**config.mk**
```make
export PLATFORM = sky130hd
export DESIGN_NAME = access_input_collector
export DESIGN_NICKNAME = d
export VERILOG_FILES = /design/src/rtl/access_input_collector.sv
export SDC_FILE = /design/constraint.sdc
export NUM_CORES = 1
export LEC_CHECK = 0
export BUFFER_PORTS_ARGS = -buffer_cell sky130_fd_sc_hd__clkbuf_2
export CAP_MARGIN = 10
export CORE_UTILIZATION = 54
export DETAILED_ROUTE_END_ITERATION = 16
export HOLD_SLACK_MARGIN = 0.05
export PLACE_DENSITY = 0.75
export SYNTH_ARGS = -nofsm -noshare
export SYNTH_HDL_FRONTEND = slang
export SYNTH_SLANG_ARGS = --single-unit
```
**constraint.sdc**
```tcl
create_clock -name clk -period 2.4 [get_ports clk]
set_clock_uncertainty 0.2 [all_clocks]
set_input_delay 0.6 -clock clk [delete_from_list [all_inputs] [get_ports clk]]
set_output_delay 0.6 -clock clk [all_outputs]
set_load 0.01 [all_outputs]
```
**src/rtl/access_input_collector.sv**
```systemverilog
// rtl/access_input_collector.sv - keypad hex entry collector emitting {mode, digits} words
module access_input_collector #(
  parameter int DIGITS      = 4,
  parameter int HOLD_CYCLES = 4
) (
  input  logic                  clk,
  input  logic                  rst,
  input  logic [3:0]            digit_in,
  input  logic                  digit_valid,
  input  logic                  enter_btn,
  input  logic                  clear_btn,
  input  logic [1:0]            mode_sel,
  output logic [DIGITS*4+1:0]   data_out,
  output logic                  data_load,
  output logic [2:0]            digit_count,
  output logic                  entry_error,
  output logic                  busy
);

  localparam int          W    = DIGITS * 4;
  localparam logic [2:0]  FULL = 3'(DIGITS);
  localparam logic [3:0]  HOLD = 4'(HOLD_CYCLES);

  typedef enum logic [1:0] {
    S_IDLE    = 2'd0,
    S_COLLECT = 2'd1,
    S_EMIT    = 2'd2,
    S_HOLD    = 2'd3
  } state_t;

  state_t       state_q;
  logic [W-1:0] shift_q;
  logic [2:0]   count_q;
  logic         ovf_q;
  logic         err_q;
  logic         load_q;
  logic         busy_q;
  logic         clr_pend_q;
  logic [W+1:0] dout_q;
  logic [3:0]   hold_q;

  logic         sync1_q;
  logic         sync2_q;
  logic         sync3_q;
  logic         enter_q;
  logic         enter_rise_d;

  // Rising edge of the synchronised enter level; registered below so the
  // FSM sees a clean one-cycle event three edges after the button is sampled.
  assign enter_rise_d = sync2_q & ~sync3_q;

  // Two-flop synchroniser, edge history flop and registered enter event.
  always_ff @(posedge clk) begin
    if (rst) begin
      sync1_q <= 1'b0;
      sync2_q <= 1'b0;
      sync3_q <= 1'b0;
      enter_q <= 1'b0;
    end else begin
      sync1_q <= enter_btn;
      sync2_q <= sync1_q;
      sync3_q <= sync2_q;
      enter_q <= enter_rise_d;
    end
  end

  // Entry FSM with registered outputs: collect digits, emit, then hold off.
  always_ff @(posedge clk) begin
    if (rst) begin
      state_q    <= S_IDLE;
      shift_q    <= '0;
      count_q    <= '0;
      ovf_q      <= 1'b0;
      err_q      <= 1'b0;
      load_q     <= 1'b0;
      busy_q     <= 1'b0;
      clr_pend_q <= 1'b0;
      dout_q     <= '0;
      hold_q     <= '0;
    end else begin
      load_q <= 1'b0;
      case (state_q)
        S_IDLE, S_COLLECT: begin
          if (clear_btn) begin
            shift_q <= '0;
            count_q <= '0;
            ovf_q   <= 1'b0;
            err_q   <= 1'b0;
            state_q <= S_IDLE;
          end else if (enter_q) begin
            // Enter wins over a simultaneous digit; the digit is dropped.
            if (count_q == FULL && !ovf_q) begin
              dout_q  <= {mode_sel, shift_q};
              load_q  <= 1'b1;
              busy_q  <= 1'b1;
              state_q <= S_EMIT;
            end else begin
              err_q   <= 1'b1;
              shift_q <= '0;
              count_q <= '0;
              ovf_q   <= 1'b0;
              state_q <= S_IDLE;
            end
          end else if (digit_valid) begin
            if (count_q < FULL) begin
              shift_q <= {shift_q[W-5:0], digit_in};
              count_q <= count_q + 3'd1;
              err_q   <= 1'b0;
              state_q <= S_COLLECT;
            end else begin
              // Extra digit: discarded, and the entry can no longer be emitted.
              err_q <= 1'b1;
              ovf_q <= 1'b1;
            end
          end
        end
        S_EMIT: begin
          // A clear seen here is remembered and applied in the first HOLD cycle.
          shift_q    <= '0;
          count_q    <= '0;
          ovf_q      <= 1'b0;
          hold_q     <= HOLD;
          clr_pend_q <= clear_btn;
          state_q    <= S_HOLD;
        end
        S_HOLD: begin
          if (clear_btn || clr_pend_q) begin
            err_q      <= 1'b0;
            clr_pend_q <= 1'b0;
            busy_q     <= 1'b0;
            hold_q     <= '0;
            state_q    <= S_IDLE;
          end else if (hold_q <= 4'd1) begin
            busy_q  <= 1'b0;
            hold_q  <= '0;
            state_q <= S_IDLE;
          end else begin
            hold_q <= hold_q - 4'd1;
          end
        end
        default: state_q <= S_IDLE;
      endcase
    end
  end

  assign data_out    = dout_q;
  assign data_load   = load_q;
  assign digit_count = count_q;
  assign entry_error = err_q;
  assign busy        = busy_q;

endmodule

```
## After elaboration in Yosys (flattened, before gate mapping)

Cells that the tools add are included.

| storage, ports and cells | value |
|---|---|
| register bits after elaboration | 52 |
| input bits | 11 |
| output and inout port bits | 24 |
| word-level logic and storage cells | 96 |

| cells by class | value |
|---|---|
| add/sub/neg operators | 2 |
| order comparisons | 2 |
| equal/unequal tests | 13 |
| mux-type cells | 44 |
| bitwise gates (word level) | 5 |
| reductions and logical operators | 16 |

Operators by type and width:

| cell | number |
|---|---|
| 16-bit 2-to-1 mux | 5 |
| 16-bit case mux with 2 select lines | 1 |
| 1-bit 2-to-1 mux | 17 |
| 4-bit inequality test (second input constant) | 4 |
| 4-bit AND reduction | 4 |
| 3-bit 2-to-1 mux | 5 |
| 2-bit 2-to-1 mux | 7 |
| 4-bit 2-to-1 mux | 2 |
| 2-bit inequality test (second input constant) | 4 |
| 1-bit case mux with 2 select lines | 4 |
| 4-bit case mux with 2 select lines | 1 |
| 2-bit case mux with 3 select lines | 1 |
| 3-bit case mux with 2 select lines | 1 |
| 2-bit nonzero test | 3 |
| 5-bit AND reduction | 1 |
| 2-bit == test (second input constant) | 2 |
| 4-bit by 1-bit <= comparator with 1-bit output (second input constant) | 1 |
| 1-bit inverter | 4 |
| 4-bit OR reduction | 1 |
| 4-bit by 1-bit subtractor with 4-bit output (second input constant) | 1 |
| 3-bit by 1-bit adder with 3-bit output (second input constant) | 1 |
| 3-bit == test (second input constant) | 1 |
| 3-bit < comparator (second input constant) | 1 |
| 3-bit inequality test (second input constant) | 1 |
| 9 further kinds | 9 |

## Logic depth before layout (Yosys ltp)

Gate-level depths: netlist of run 1.

| logic depth | value |
|---|---|
| depth in word-level cells | 6 |
| mapped depth | 7 |
| gate-level depth less buffers | 6 |

## Least setup slack after synthesis of run 1

Ideal clock, no wire load.

| timing path | value |
|---|---|
| kind | input port to flip-flop |
| start point | input port clear_btn |
| end point | register count_q[1] (netlist: digit_count[1]) |
| library setup time | 57 ps |
| data arrival time | 1,672 ps |
| setup slack | 471 ps |
| stages | 5 |
| path through | buf_6 or2_4 nor4_4 buf_6 a22o_2 |

| between the ends | value |
|---|---|
| longest elaborated chain between the ends | 2 |

Ends and longest elaborated chain:

| element | line | text |
|---|---|---|
| start: declaration | 11 | `input logic clear_btn,` |
| 4-bit inequality test (no source line) / 3-bit 2-to-1 mux (equally long branches) | - |  |
| 4-bit AND reduction (no source line) / 3-bit case mux with 2 select lines (equally long branches) | - |  |
| end signal: assignment | 107 | `count_q <= count_q + 3'd1;` |
| end: declaration | 33 | `logic [2:0] count_q;` |

Several ways; a longest one is shown, not always the timed one.
A chain may end at the register's enable or synchronous reset.

## Worst setup path in the final report of run 1

| timing path | value |
|---|---|
| start point | register state_q[1] |
| end point | register count_q[0] (netlist: digit_count[0]) |

| between the ends | value |
|---|---|
| longest elaborated chain between the ends | 4 |

Ends and longest elaborated chain:

| element | line | text |
|---|---|---|
| start: declaration | 31 | `state_t state_q;` |
| start signal: assignment | 70 | `state_q <= S_IDLE;` |
| start signal: assignment | 89 | `state_q <= S_IDLE;` |
| start signal: assignment | 96 | `state_q <= S_EMIT;` |
| 2-bit by 1-bit == test with 1-bit output / 2-bit logical NOT (equally long branches) | 82 | `case (state_q)` |
| 2-bit OR reduction | 82 |  |
| 4-bit inequality test (no source line) / 2-bit nonzero test (equally long branches) | - |  |
| 4-bit AND reduction (no source line) | - |  |

Several ways; a longest one is shown, not always the timed one.

==> flow_results.xml, run 1 <==
<?xml version="1.0" encoding="UTF-8"?>
<metrics>
  <group name="clocking">
    <metric name="tritoncts" unit="">yes</metric>
    <metric name="cts.htree.levels" unit="">2</metric>
    <metric name="max_clock_buf_depth" unit="">2</metric>
    <metric name="cts_buffers" unit="">5</metric>
    <metric name="count_of_hold_fix_buffers_inserted_at_cts" unit="">0</metric>
    <metric name="postCtsSetupBuffers" unit="">0</metric>
    <metric name="cts_num_sinks" unit="">52</metric>
    <metric name="clk_transition_reported_paths" unit="ps">140</metric>
    <metric name="postCtsResizedCells" unit="">0</metric>
    <metric name="cts_root_buffer" unit="">clkbuf_4</metric>
    <metric name="worst_skew_pair.late_latency" unit="ps">370</metric>
  </group>
  <group name="power_and_ir_drop">
    <metric name="p_total" unit="W">0.00135</metric>
    <metric name="power.static_leakage" unit="nW">0.892</metric>
    <metric name="power.density_cell_area" unit="mW/mm²">613</metric>
    <metric name="vdd.ir_drop.worst" unit="mV">0.370</metric>
  </group>
  <group name="yosys">
    <metric name="netlist_instances" unit="">199</metric>
    <metric name="synth_fp_nets" unit="">214</metric>
    <metric name="yosys.cell_types.count" unit="">35</metric>
    <metric name="ys_seq_elements" unit="">52</metric>
    <metric name="synthesis.area_per_instance" unit="µm²">9.78</metric>
    <metric name="yosysWarningCount" unit="">0</metric>
    <metric name="ys_seq_area_frac" unit="">0.535</metric>
    <metric name="syn_area" unit="mm²">0.00195</metric>
  </group>
  <group name="final_layout">
    <metric name="finalNetCount" unit="">247</metric>
    <metric name="layout-area-overhead-vs-synth" unit="%">13.0</metric>
    <metric name="drive_gt1_frac" unit="">0.300</metric>
    <metric name="layout.cells.non_filler" unit="">279</metric>
    <metric name="final_core_utilization" unit="">0.649</metric>
    <metric name="antennaDiodeCount" unit="">0</metric>
    <metric name="layout.cell_area.non_filler" unit="mm²">0.00220</metric>
  </group>
  <group name="global_routing">
    <metric name="antenna_found_initial" unit="">0</metric>
    <metric name="maximum_number_of_pins_on_one_net_before_global_route_repair" unit="">29</metric>
    <metric name="grt_pass1_wl" unit="µm">6130</metric>
    <metric name="overall_overflow_remaining_after_global_route" unit="">0</metric>
    <metric name="first_global_vias" unit="">1405</metric>
    <metric name="gr-usage-all-layers" unit="">0.222</metric>
  </group>
  <group name="worst_setup_path">
    <metric name="worstPathCellList" unit="">nand2_1 -&gt; a21boi_2 -&gt; a21oi_2 -&gt; mux2_2</metric>
    <metric name="critical_path.startpoint_type" unit="">register</metric>
    <metric name="r2r_start" unit="">state_q[1]</metric>
    <metric name="worst-path-max-fanout" unit="">18</metric>
    <metric name="crit_type" unit="">reg -&gt; reg</metric>
    <metric name="crit_start" unit="">state_q[1]</metric>
    <metric name="crit_path_end_kind" unit="">register</metric>
    <metric name="worst-endpoint-required" unit="ps">2520</metric>
    <metric name="timing.critical_path.slowest_cell_delay" unit="ps">670</metric>
    <metric name="worst-endpoint-arrival" unit="ps">2290</metric>
    <metric name="path_delay_family" unit="">compound AO/OA/AOI/OAI gates</metric>
    <metric name="cp_num_buf_inv" unit="">0</metric>
    <metric name="cpMaxStageDelayCell" unit="">dfxtp_1</metric>
  </group>
  <group name="placed_design">
    <metric name="post_dp_cell_area" unit="mm²">0.00213</metric>
    <metric name="routabilityCongestion" unit="">0.800</metric>
    <metric name="placed_cells_incl_taps" unit="">271</metric>
    <metric name="buffer_ports.inserted" unit="">34</metric>
    <metric name="dp_hpwl" unit="µm">2640</metric>
  </group>
  <group name="sta">
    <metric name="drv_slew" unit="">0</metric>
    <metric name="timing_worst_slew_pin_value" unit="ps">764</metric>
    <metric name="hold_viol_final" unit="">0</metric>
    <metric name="min_period_over_period" unit="">0.904</metric>
    <metric name="final.min_clock_period" unit="ps">2170</metric>
    <metric name="timing.fmax" unit="MHz">461</metric>
    <metric name="setup_tns" unit="ps">0</metric>
    <metric name="slew_headroom" unit="">0.491</metric>
    <metric name="final-setup-viol-count" unit="">0</metric>
    <metric name="grt_setup_unrepaired" unit="">false</metric>
  </group>
  <group name="routing">
    <metric name="drc_errors" unit="">0</metric>
    <metric name="dr.pass1.iters" unit="">4</metric>
    <metric name="iter_0_drt_violations" unit="">59</metric>
    <metric name="viasPerCell" unit="">5.46</metric>
    <metric name="dr_total_vias" unit="">1524</metric>
    <metric name="drt-wirelength-per-cell" unit="µm">13.4</metric>
    <metric name="wl" unit="µm">3730</metric>
    <metric name="antenna_left" unit="">0</metric>
  </group>
  <group name="min_path">
    <metric name="hold_start" unit="">sync3_q</metric>
    <metric name="hold_path.class" unit="">reg -&gt; reg</metric>
  </group>
  <group name="status">
    <metric name="status" unit="">complete, no violations</metric>
  </group>
  <group name="floorplanning">
    <metric name="die-height" unit="µm">62.0</metric>
    <metric name="rows" unit="">21</metric>
    <metric name="die_width" unit="µm">62.0</metric>
    <metric name="core" unit="mm²">0.00339</metric>
    <metric name="floorplan.die_area" unit="mm²">0.00385</metric>
    <metric name="initial_core_util" unit="">0.574</metric>
    <metric name="pin_count" unit="">35</metric>
  </group>
  <group name="flow_run">
    <metric name="timing.max_cap.violations" unit="">0</metric>
  </group>
</metrics>
==> worst register-to-register path, delay by kind of cell, from the launching register on <==
family	cells	cell delay (ps)
AO/OA/AOI/OAI	2	840
multiplexers	1	280
AND/OR/NAND/NOR	1	140
flip-flops	1	670
==> metal layers <==
metal | vias up | track usage | share of wire
met3 | 7 | 0.0600 | 0.054
met5 | - | 0 | 0
met4 | 0 | 0.0984 | 0.018
li1 | 761 | - | -
met2 | 49 | 0.383 | 0.48
met1 | 707 | 0.257 | 0.45
==> cell usage in the layout, fill, tap and decap left out, types with 2 or more instances in the layout <==
master    instances
dfxtp_1          52
nand2_1          41
clkbuf_2         34
a21oi_1          22
a22o_2           18
nor2_1            7
nor2b_1           7
inv_1             5
clkbuf_4          5
o21ai_0           4
ha_1              4
buf_4             4
and2_1            3
a31oi_1           2
xor2_1            2
o41ai_1           2
==> state kept, by name, summed over array words and instances (netlist names), 2 cells and up <==
register / cells
digit_count: 3
state_q: 2
data_out: 18
shift_q: 16
hold_q: 4
==> final cells by class <==
cell class,instances,area [µm²]
sequential,52,1040
inverter,5,18.8
clock inverter,2,13.8
fill,303,1190
timing repair buffer,38,200
multi-input combinational,130,817
clock buffer,6,51.3
tap,46,57.6
==> synthesized netlist by cell type <==
cell / number / area share
buf_1: 2 / 0.0039
nor3_1: 1 / 0.0026
inv_1: 5 / 0.0096
clkbuf_1: 5 / 0.0096
o21ai_0: 4 / 0.010
or3_2: 1 / 0.0039
xor2_1: 2 / 0.0090
a221oi_1: 1 / 0.0045
a21boi_2: 1 / 0.0058
o2bb2ai_1: 1 / 0.0045
a21oi_2: 1 / 0.0045
a22oi_1: 1 / 0.0039
o31a_1: 1 / 0.0045
a31oi_1: 2 / 0.0064
a22o_2: 18 / 0.093
nand2b_1: 1 / 0.0032
and2_1: 3 / 0.0096
and4b_1: 1 / 0.0051
o211a_1: 1 / 0.0051
a21oi_1: 22 / 0.057
o41ai_1: 2 / 0.0090
nand2_1: 41 / 0.079
nor2b_1: 7 / 0.022
mux2_2: 1 / 0.0058
nor4b_1: 1 / 0.0045
dfxtp_1: 52 / 0.53
nor4_4: 1 / 0.011
a211oi_1: 1 / 0.0039
ha_1: 4 / 0.026
o311ai_0: 1 / 0.0045
o31ai_1: 1 / 0.0039
nor2_1: 7 / 0.013
buf_6: 3 / 0.017
buf_2: 2 / 0.0051
or2_4: 1 / 0.0045
==> cells by family after synthesis <==
logic type | synth area share
xor+xnor | 0.00900
compound gates | 0.220
fa+ha+maj | 0.0257
mux | 0.00578
buf+inv | 0.0456
flops | 0.535
simple gates | 0.159
==> stage by stage <==
step | hold WS (ps) | worst slack, ps
2_1_floorplan | 167 | 471
3_3_place_gp | 172 | 212
3_5_place_dp | 179 | 146
4_1_cts | 198 | 264
5_1_grt | 216 | 78.9
6_report | 197 | 230
==> worst paths after layout <==
check / to / slack (ps) / cells after the start
setup / recovery: digit_count[0] / 230 / 4
hold / removal: enter_q / 200 / 1
hold reg to reg: enter_q / 200 / 1
setup reg to reg: digit_count[0] / 230 / 4
==> power breakdown <==
part | switching (W) | total, W | internal (W)
sequential | 0.00000636 | 0.000877 | 0.000871
clock | 0.000271 | 0.000417 | 0.000145
combinational | 0.0000328 | 0.0000542 | 0.0000214
total | 0.000310 | 0.00135 | 0.00104
(Power assumes the default switching activity.)
==> run 2, diff against run 1 <==
- CAP_MARGIN: 10 -> 20
- RECOVER_POWER: unset -> 50
==> flow_results.xml, run 2 (synthesis results as in run 1) <==
<?xml version="1.0" encoding="UTF-8"?>
<metrics>
  <group name="sta">
    <metric name="final.min_clock_period" unit="ps">2160</metric>
    <metric name="timing.fmax" unit="MHz">462</metric>
    <metric name="final-setup-viol-count" unit="">0</metric>
    <metric name="slew_headroom" unit="">0.191</metric>
    <metric name="timing_worst_slew_pin_value" unit="ps">1210</metric>
    <metric name="hold_viol_final" unit="">0</metric>
    <metric name="drv_slew" unit="">0</metric>
    <metric name="final.setup.worst_slack" unit="ps">237</metric>
    <metric name="min_period_over_period" unit="">0.901</metric>
    <metric name="setup_tns" unit="ps">0</metric>
    <metric name="finalHoldWorstSlack" unit="ps">197</metric>
    <metric name="grt_setup_unrepaired" unit="">false</metric>
  </group>
  <group name="routing">
    <metric name="drc_errors" unit="">0</metric>
    <metric name="dr_total_vias" unit="">1519</metric>
    <metric name="wl" unit="µm">3760</metric>
    <metric name="iter_0_drt_violations" unit="">53</metric>
    <metric name="drt-wirelength-per-cell" unit="µm">13.5</metric>
    <metric name="dr.pass1.iters" unit="">4</metric>
    <metric name="viasPerCell" unit="">5.44</metric>
    <metric name="antenna_left" unit="">0</metric>
  </group>
  <group name="clocking">
    <metric name="postCtsSetupBuffers" unit="">0</metric>
    <metric name="cts_root_buffer" unit="">clkbuf_4</metric>
    <metric name="max_clock_buf_depth" unit="">2</metric>
    <metric name="tritoncts" unit="">yes</metric>
    <metric name="cts_buffers" unit="">5</metric>
    <metric name="clk_transition_reported_paths" unit="ps">140</metric>
    <metric name="cts.htree.levels" unit="">2</metric>
    <metric name="worst_skew_pair.late_latency" unit="ps">370</metric>
    <metric name="postCtsResizedCells" unit="">0</metric>
    <metric name="cts_num_sinks" unit="">52</metric>
    <metric name="count_of_hold_fix_buffers_inserted_at_cts" unit="">0</metric>
  </group>
  <group name="final_layout">
    <metric name="final_cell_mix" unit="">52 x dfxtp_1, 41 x nand2_1, 26 x clkbuf_1</metric>
    <metric name="multi_input_area" unit="µm²">817</metric>
    <metric name="layout.cells.non_filler" unit="">279</metric>
    <metric name="layout-area-overhead-vs-synth" unit="%">11.2</metric>
    <metric name="sequential_cell_area" unit="mm²">0.00104</metric>
    <metric name="finalNetCount" unit="">247</metric>
    <metric name="drive_gt1_frac" unit="">0.189</metric>
    <metric name="layout.cell_area.non_filler" unit="mm²">0.00216</metric>
    <metric name="antennaDiodeCount" unit="">0</metric>
    <metric name="fillCellCount" unit="">310</metric>
    <metric name="largest_reg_flops" unit="">18</metric>
    <metric name="mostFrequentLayoutCell" unit="">dfxtp_1</metric>
  </group>
  <group name="flow_run">
    <metric name="timing.max_cap.violations" unit="">0</metric>
  </group>
  <group name="placed_design">
    <metric name="placed_cells_incl_taps" unit="">271</metric>
    <metric name="pre_cts_slack" unit="ps">146</metric>
    <metric name="dp_hpwl" unit="µm">2640</metric>
    <metric name="buffer_ports.inserted" unit="">34</metric>
    <metric name="post_dp_cell_area" unit="mm²">0.00213</metric>
    <metric name="routabilityCongestion" unit="">0.800</metric>
  </group>
  <group name="min_path">
    <metric name="hold_path.class" unit="">reg -&gt; reg</metric>
    <metric name="hold_start" unit="">sync3_q</metric>
    <metric name="number_of_cells_traversed_by_the_worst_hold_path" unit="">1</metric>
    <metric name="timing.hold.worst_endpoint" unit="">enter_q</metric>
  </group>
  <group name="floorplanning">
    <metric name="rows" unit="">21</metric>
    <metric name="floorplan.die_area" unit="mm²">0.00385</metric>
    <metric name="core" unit="mm²">0.00339</metric>
    <metric name="initial_core_util" unit="">0.574</metric>
    <metric name="die-height" unit="µm">62.0</metric>
    <metric name="pin_count" unit="">35</metric>
    <metric name="die_width" unit="µm">62.0</metric>
  </group>
  <group name="worst_setup_path">
    <metric name="worst-path-max-fanout" unit="">18</metric>
    <metric name="r2r_start" unit="">state_q[1]</metric>
    <metric name="critical_path.startpoint_type" unit="">register</metric>
    <metric name="crit_path_end_kind" unit="">register</metric>
    <metric name="rr_endpoint" unit="">digit_count[0]</metric>
    <metric name="crit_type" unit="">reg -&gt; reg</metric>
    <metric name="register_to_register_setup_slack" unit="ps">240</metric>
    <metric name="timing.reg2reg.worst_path_depth" unit="">4</metric>
    <metric name="worst-endpoint-required" unit="ps">2520</metric>
    <metric name="worst-endpoint-arrival" unit="ps">2280</metric>
  </group>
  <group name="global_routing">
    <metric name="overall_overflow_remaining_after_global_route" unit="">0</metric>
    <metric name="gr-usage-all-layers" unit="">0.222</metric>
    <metric name="antenna_found_initial" unit="">0</metric>
    <metric name="grt_pass1_wl" unit="µm">6130</metric>
    <metric name="first_global_vias" unit="">1405</metric>
    <metric name="maximum_number_of_pins_on_one_net_before_global_route_repair" unit="">29</metric>
  </group>
  <group name="power_and_ir_drop">
    <metric name="power.static_leakage" unit="nW">0.801</metric>
    <metric name="power.density_cell_area" unit="mW/mm²">621</metric>
    <metric name="vdd.ir_drop.worst" unit="mV">0.364</metric>
  </group>
  <group name="status">
    <metric name="status" unit="">complete, no violations</metric>
  </group>
</metrics>
==> run 2: cell types whose count changed in the layout (fill, tap and decap cells not counted), sizes merged <==
cell,previous run,this run
clkbuf,40,41
buf,4,3
==> run 2: power by group <==
part	internal (W)	switching [W]	leakage, nW
Sequential	0.000871	0.00000650	0.420
Clock	0.000145	0.000269	0.0386
Combinational	0.0000202	0.0000328	0.342
Total	0.00104	0.000309	0.801
==> run 2: area by class of cell <==
class	count	area share
Clock buffer	6	0.0237
Clock inverter	2	0.00636
Sequential cell	52	0.481
Timing Repair Buffer	38	0.0763
Tap cell	46	0.0266
Multi-Input combinational cell	130	0.377
Inverter	5	0.00867
==> run 2: how the worst max path moves through the flow <==
stage	startpoint	to	slack, ps	depth (start not counted)
final	state_q[1]	digit_count[0]	240	4
after global routing	state_q[1]	digit_count[0]	80	4
after CTS	state_q[1]	digit_count[0]	260	4
after detailed placement	clear_btn	digit_count[0]	150	5
after global placement	clear_btn	digit_count[0]	210	5
after floorplan	clear_btn	digit_count[1]	470	5
==> run 2: worst max-delay path, stage by stage (launching register included) <==
cell,delay (ps)
dfxtp_1,660
nand2_1,140
a21boi_2,200
a21oi_2,640
mux2_2,280
==> run 2: per-layer routing <==
metal / part of all wire / GRT usage
met1: 0.44 / 0.257
met3: 0.059 / 0.0600
met5: 0 / 0
met4: 0.018 / 0.0984
met2: 0.48 / 0.383
==> run 2: metrics by stage <==
stage          total power (W)  utilization
2_1_floorplan         0.000934            -
3_3_place_gp          0.000947        0.630
3_5_place_dp          0.000950        0.630
4_1_cts                0.00136        0.649
5_1_grt                0.00140        0.639
6_report               0.00135        0.639
==> run 3, diff against run 2 <==
- ABC_AREA: unset -> 1
- CAP_MARGIN: 20 -> unset
- CORE_ASPECT_RATIO: unset -> 0.9
- CORE_UTILIZATION: 54 -> 55
==> flow_results.xml, run 3 <==
<?xml version="1.0" encoding="UTF-8"?>
<metrics>
  <group name="status">
    <metric name="status" unit="">complete, no violations</metric>
  </group>
  <group name="sta">
    <metric name="final.setup.worst_slack" unit="ps">535</metric>
    <metric name="setup_tns" unit="ps">0</metric>
    <metric name="hold_viol_final" unit="">0</metric>
    <metric name="timing.fmax" unit="MHz">536</metric>
    <metric name="slew_headroom" unit="">0.684</metric>
    <metric name="final.min_clock_period" unit="ps">1870</metric>
    <metric name="grt_setup_unrepaired" unit="">false</metric>
    <metric name="timing_worst_slew_pin_value" unit="ps">474</metric>
    <metric name="drv_slew" unit="">0</metric>
    <metric name="final-setup-viol-count" unit="">0</metric>
    <metric name="min_period_over_period" unit="">0.777</metric>
  </group>
  <group name="floorplanning">
    <metric name="die_width" unit="µm">68.5</metric>
    <metric name="initial_core_util" unit="">0.582</metric>
    <metric name="pin_count" unit="">35</metric>
    <metric name="die-height" unit="µm">61.8</metric>
    <metric name="floorplan.die_area" unit="mm²">0.00424</metric>
    <metric name="rows" unit="">21</metric>
    <metric name="core" unit="mm²">0.00376</metric>
  </group>
  <group name="global_routing">
    <metric name="overall_overflow_remaining_after_global_route" unit="">0</metric>
    <metric name="gr-usage-met1" unit="">0.261</metric>
    <metric name="first_global_vias" unit="">1529</metric>
    <metric name="grt_pass1_wl" unit="µm">6390</metric>
    <metric name="maximum_number_of_pins_on_one_net_before_global_route_repair" unit="">44</metric>
    <metric name="gr-usage-all-layers" unit="">0.205</metric>
    <metric name="gr-max-usage-layer" unit="">met2</metric>
    <metric name="met3_track_demand_over_resource_in_global_routing" unit="">0.0474</metric>
    <metric name="antenna_found_initial" unit="">0</metric>
    <metric name="grt_util_met2" unit="">0.340</metric>
  </group>
  <group name="yosys">
    <metric name="synthesis.area_per_instance" unit="µm²">7.27</metric>
    <metric name="synthFlopType" unit="">dfxtp_1</metric>
    <metric name="yosys.area_share.xor_xnor" unit="">0.00800</metric>
    <metric name="synth.area.mux_share" unit="">0</metric>
    <metric name="asyncSetResetFlopFracSynth" unit="">0</metric>
    <metric name="synth_edf_count" unit="">0</metric>
    <metric name="synthMostInstantiatedCell" unit="">nand2_1</metric>
    <metric name="synth_top_area_cell" unit="">dfxtp_1</metric>
    <metric name="ys_seq_elements" unit="">52</metric>
    <metric name="yosys.cell_types.count" unit="">24</metric>
    <metric name="synth-compound-area-share" unit="">0.148</metric>
    <metric name="synth-simple-area-share" unit="">0.213</metric>
    <metric name="netlist_instances" unit="">301</metric>
    <metric name="synthAdderAreaFrac" unit="">0.0229</metric>
    <metric name="ys_seq_area_frac" unit="">0.476</metric>
    <metric name="synth_fp_nets" unit="">316</metric>
    <metric name="yosysWarningCount" unit="">0</metric>
    <metric name="largest_family_of_logic_cells_by_synthesized_area" unit="">simple AND/OR/NAND/NOR gates</metric>
    <metric name="syn_area" unit="mm²">0.00219</metric>
    <metric name="synth_commonest_cells" unit="">61 x nand2_1, 55 x inv_1, 52 x dfxtp_1</metric>
    <metric name="synth.top_cells.by_area" unit="">dfxtp_1 48%, nand2_1 10%, inv_1 9.4%, a21oi_1 9.4%, nor2_1 6.2%</metric>
    <metric name="synth_largest_type_area_fraction" unit="">0.476</metric>
  </group>
  <group name="clocking">
    <metric name="postCtsResizedCells" unit="">0</metric>
    <metric name="cts.htree.levels" unit="">2</metric>
    <metric name="max_clock_buf_depth" unit="">2</metric>
    <metric name="cts_num_sinks" unit="">52</metric>
    <metric name="worst_skew_pair.late_latency" unit="ps">300</metric>
    <metric name="count_of_hold_fix_buffers_inserted_at_cts" unit="">0</metric>
    <metric name="clk_transition_reported_paths" unit="ps">90</metric>
    <metric name="tritoncts" unit="">yes</metric>
    <metric name="cts_buffers" unit="">5</metric>
    <metric name="postCtsSetupBuffers" unit="">0</metric>
    <metric name="cts_root_buffer" unit="">clkbuf_8</metric>
  </group>
  <group name="power_and_ir_drop">
    <metric name="comb_pwr_share" unit="">0.076</metric>
    <metric name="power.static_leakage" unit="nW">1.03</metric>
    <metric name="share_of_power_burned_in_the_clock_network" unit="">0.376</metric>
    <metric name="swShare" unit="">0.228</metric>
    <metric name="sequentialPowerShare" unit="">0.548</metric>
    <metric name="switchingPower" unit="W">0.000377</metric>
    <metric name="internal-power" unit="W">0.00127</metric>
    <metric name="power.density_cell_area" unit="mW/mm²">680</metric>
    <metric name="vdd.ir_drop.worst" unit="mV">0.417</metric>
  </group>
  <group name="final_layout">
    <metric name="fillCellCount" unit="">350</metric>
    <metric name="antennaDiodeCount" unit="">0</metric>
    <metric name="final_cell_mix" unit="">61 x nand2_1, 55 x inv_1, 52 x dfxtp_1</metric>
    <metric name="mostFrequentLayoutCell" unit="">nand2_1</metric>
    <metric name="largest_reg_flops" unit="">18</metric>
    <metric name="drive_gt1_frac" unit="">0.0695</metric>
    <metric name="finalNetCount" unit="">345</metric>
    <metric name="layout-area-overhead-vs-synth" unit="%">11.0</metric>
    <metric name="layout.cells.non_filler" unit="">377</metric>
  </group>
  <group name="worst_setup_path">
    <metric name="timing.critical_path.slowest_cell_delay" unit="ps">370</metric>
    <metric name="critical_path.startpoint_type" unit="">register</metric>
    <metric name="r2r_start" unit="">digit_count[0]</metric>
    <metric name="timing.reg2reg.worst_path_depth" unit="">9</metric>
    <metric name="worst-endpoint-arrival" unit="ps">1870</metric>
    <metric name="register_to_register_setup_slack" unit="ps">530</metric>
    <metric name="worst-endpoint-required" unit="ps">2400</metric>
    <metric name="cpMaxStageDelayCell" unit="">buf_4</metric>
    <metric name="crit_type" unit="">reg -&gt; reg</metric>
    <metric name="cp_num_buf_inv" unit="">3</metric>
    <metric name="worst-path-max-fanout" unit="">43</metric>
    <metric name="path_delay_family" unit="">simple AND/OR/NAND/NOR gates</metric>
    <metric name="worstPathCellList" unit="">inv_1 -&gt; ha_1 -&gt; nand2_1 -&gt; inv_1 -&gt; nand3_1 -&gt; buf_4 -&gt; nand4_1 -&gt; nand2_1 -&gt; nor2_1</metric>
    <metric name="rr_endpoint" unit="">ovf_q</metric>
    <metric name="crit_path_end_kind" unit="">register</metric>
  </group>
  <group name="routing">
    <metric name="iter_0_drt_violations" unit="">66</metric>
    <metric name="drt-wirelength-per-cell" unit="µm">10.2</metric>
    <metric name="antenna_left" unit="">0</metric>
    <metric name="dr_total_vias" unit="">1769</metric>
    <metric name="wl" unit="µm">3840</metric>
    <metric name="dr.pass1.iters" unit="">4</metric>
    <metric name="viasPerCell" unit="">4.69</metric>
    <metric name="drc_errors" unit="">0</metric>
  </group>
  <group name="min_path">
    <metric name="hold_start" unit="">sync3_q</metric>
    <metric name="timing.hold.worst_endpoint" unit="">enter_q</metric>
    <metric name="hold_path.class" unit="">reg -&gt; reg</metric>
    <metric name="number_of_cells_traversed_by_the_worst_hold_path" unit="">1</metric>
  </group>
  <group name="placed_design">
    <metric name="buffer_ports.inserted" unit="">34</metric>
    <metric name="placed_cells_incl_taps" unit="">369</metric>
    <metric name="pre_cts_slack" unit="ps">453</metric>
    <metric name="dp_hpwl" unit="µm">2540</metric>
    <metric name="routabilityCongestion" unit="">0.763</metric>
  </group>
  <group name="flow_run">
    <metric name="timing.max_cap.violations" unit="">0</metric>
  </group>
</metrics>
run 3: routing by layer:
layer / share of wire / wire, µm
met5: 0 / 0
met4: 0.0094 / 36
met3: 0.046 / 176
met2: 0.45 / 1720
met1: 0.50 / 1910
run 3: cell type report:
class                           count  area (µm²)  area share
Clock buffer                        6        82.6      0.0340
Tap cell                           46        57.6      0.0237
Inverter                           56         210      0.0866
Timing Repair Buffer               36         154      0.0634
Multi-Input combinational cell    179         845       0.348
Clock inverter                      2        38.8      0.0160
Sequential cell                    52        1040       0.429
run 3: worst register-to-register path, cell delays in order (launching register included):
cell and delay [ps]:
dfxtp_1 360, inv_1 80, ha_1 210, nand2_1 60, inv_1 40, nand3_1 130
buf_4 370, nand4_1 160, nand2_1 110, nor2_1 50
run 3: worst max-delay path by stage:
stage,from,cells past startpoint,slack [ps],end
finish,digit_count[0],9,530,ovf_q
floorplan,rst,5,800,hold_q[3]
detailed placement,clear_btn,7,450,digit_count[2]
CTS,digit_count[0],9,570,ovf_q
global route,digit_count[0],9,350,ovf_q
global placement,clear_btn,7,490,digit_count[2]
run 3: cells by family after synthesis:
| logic type | Yosys count |
|---|---|
| buffers and inverters | 70 |
| AO/OA/AOI/OAI | 64 |
| adder cells (fa/ha/maj) | 4 |
| XOR/XNOR | 2 |
| AND/OR/NAND/NOR | 109 |
| flip-flops | 52 |
run 3: power by group through the flow:
stage          clock [W]  sequential [W]  combinational [W]
6_report        0.000621        0.000905           0.000126
5_1_grt         0.000667        0.000909           0.000151
4_1_cts         0.000639        0.000905           0.000129
3_5_place_dp           0        0.000925           0.000128
3_3_place_gp           0        0.000925           0.000126
2_1_floorplan          0        0.000922           0.000103
run 3: per-stage QoR:
stage,util,total power (W),area [µm²],hold slack (ps)
3_3_place_gp,0.626,0.00105,2350,191
6_report,0.646,0.00165,2430,202
3_5_place_dp,0.626,0.00105,2350,194
4_1_cts,0.658,0.00167,2470,207
2_1_floorplan,-,0.00103,2190,173
5_1_grt,0.646,0.00173,2430,240
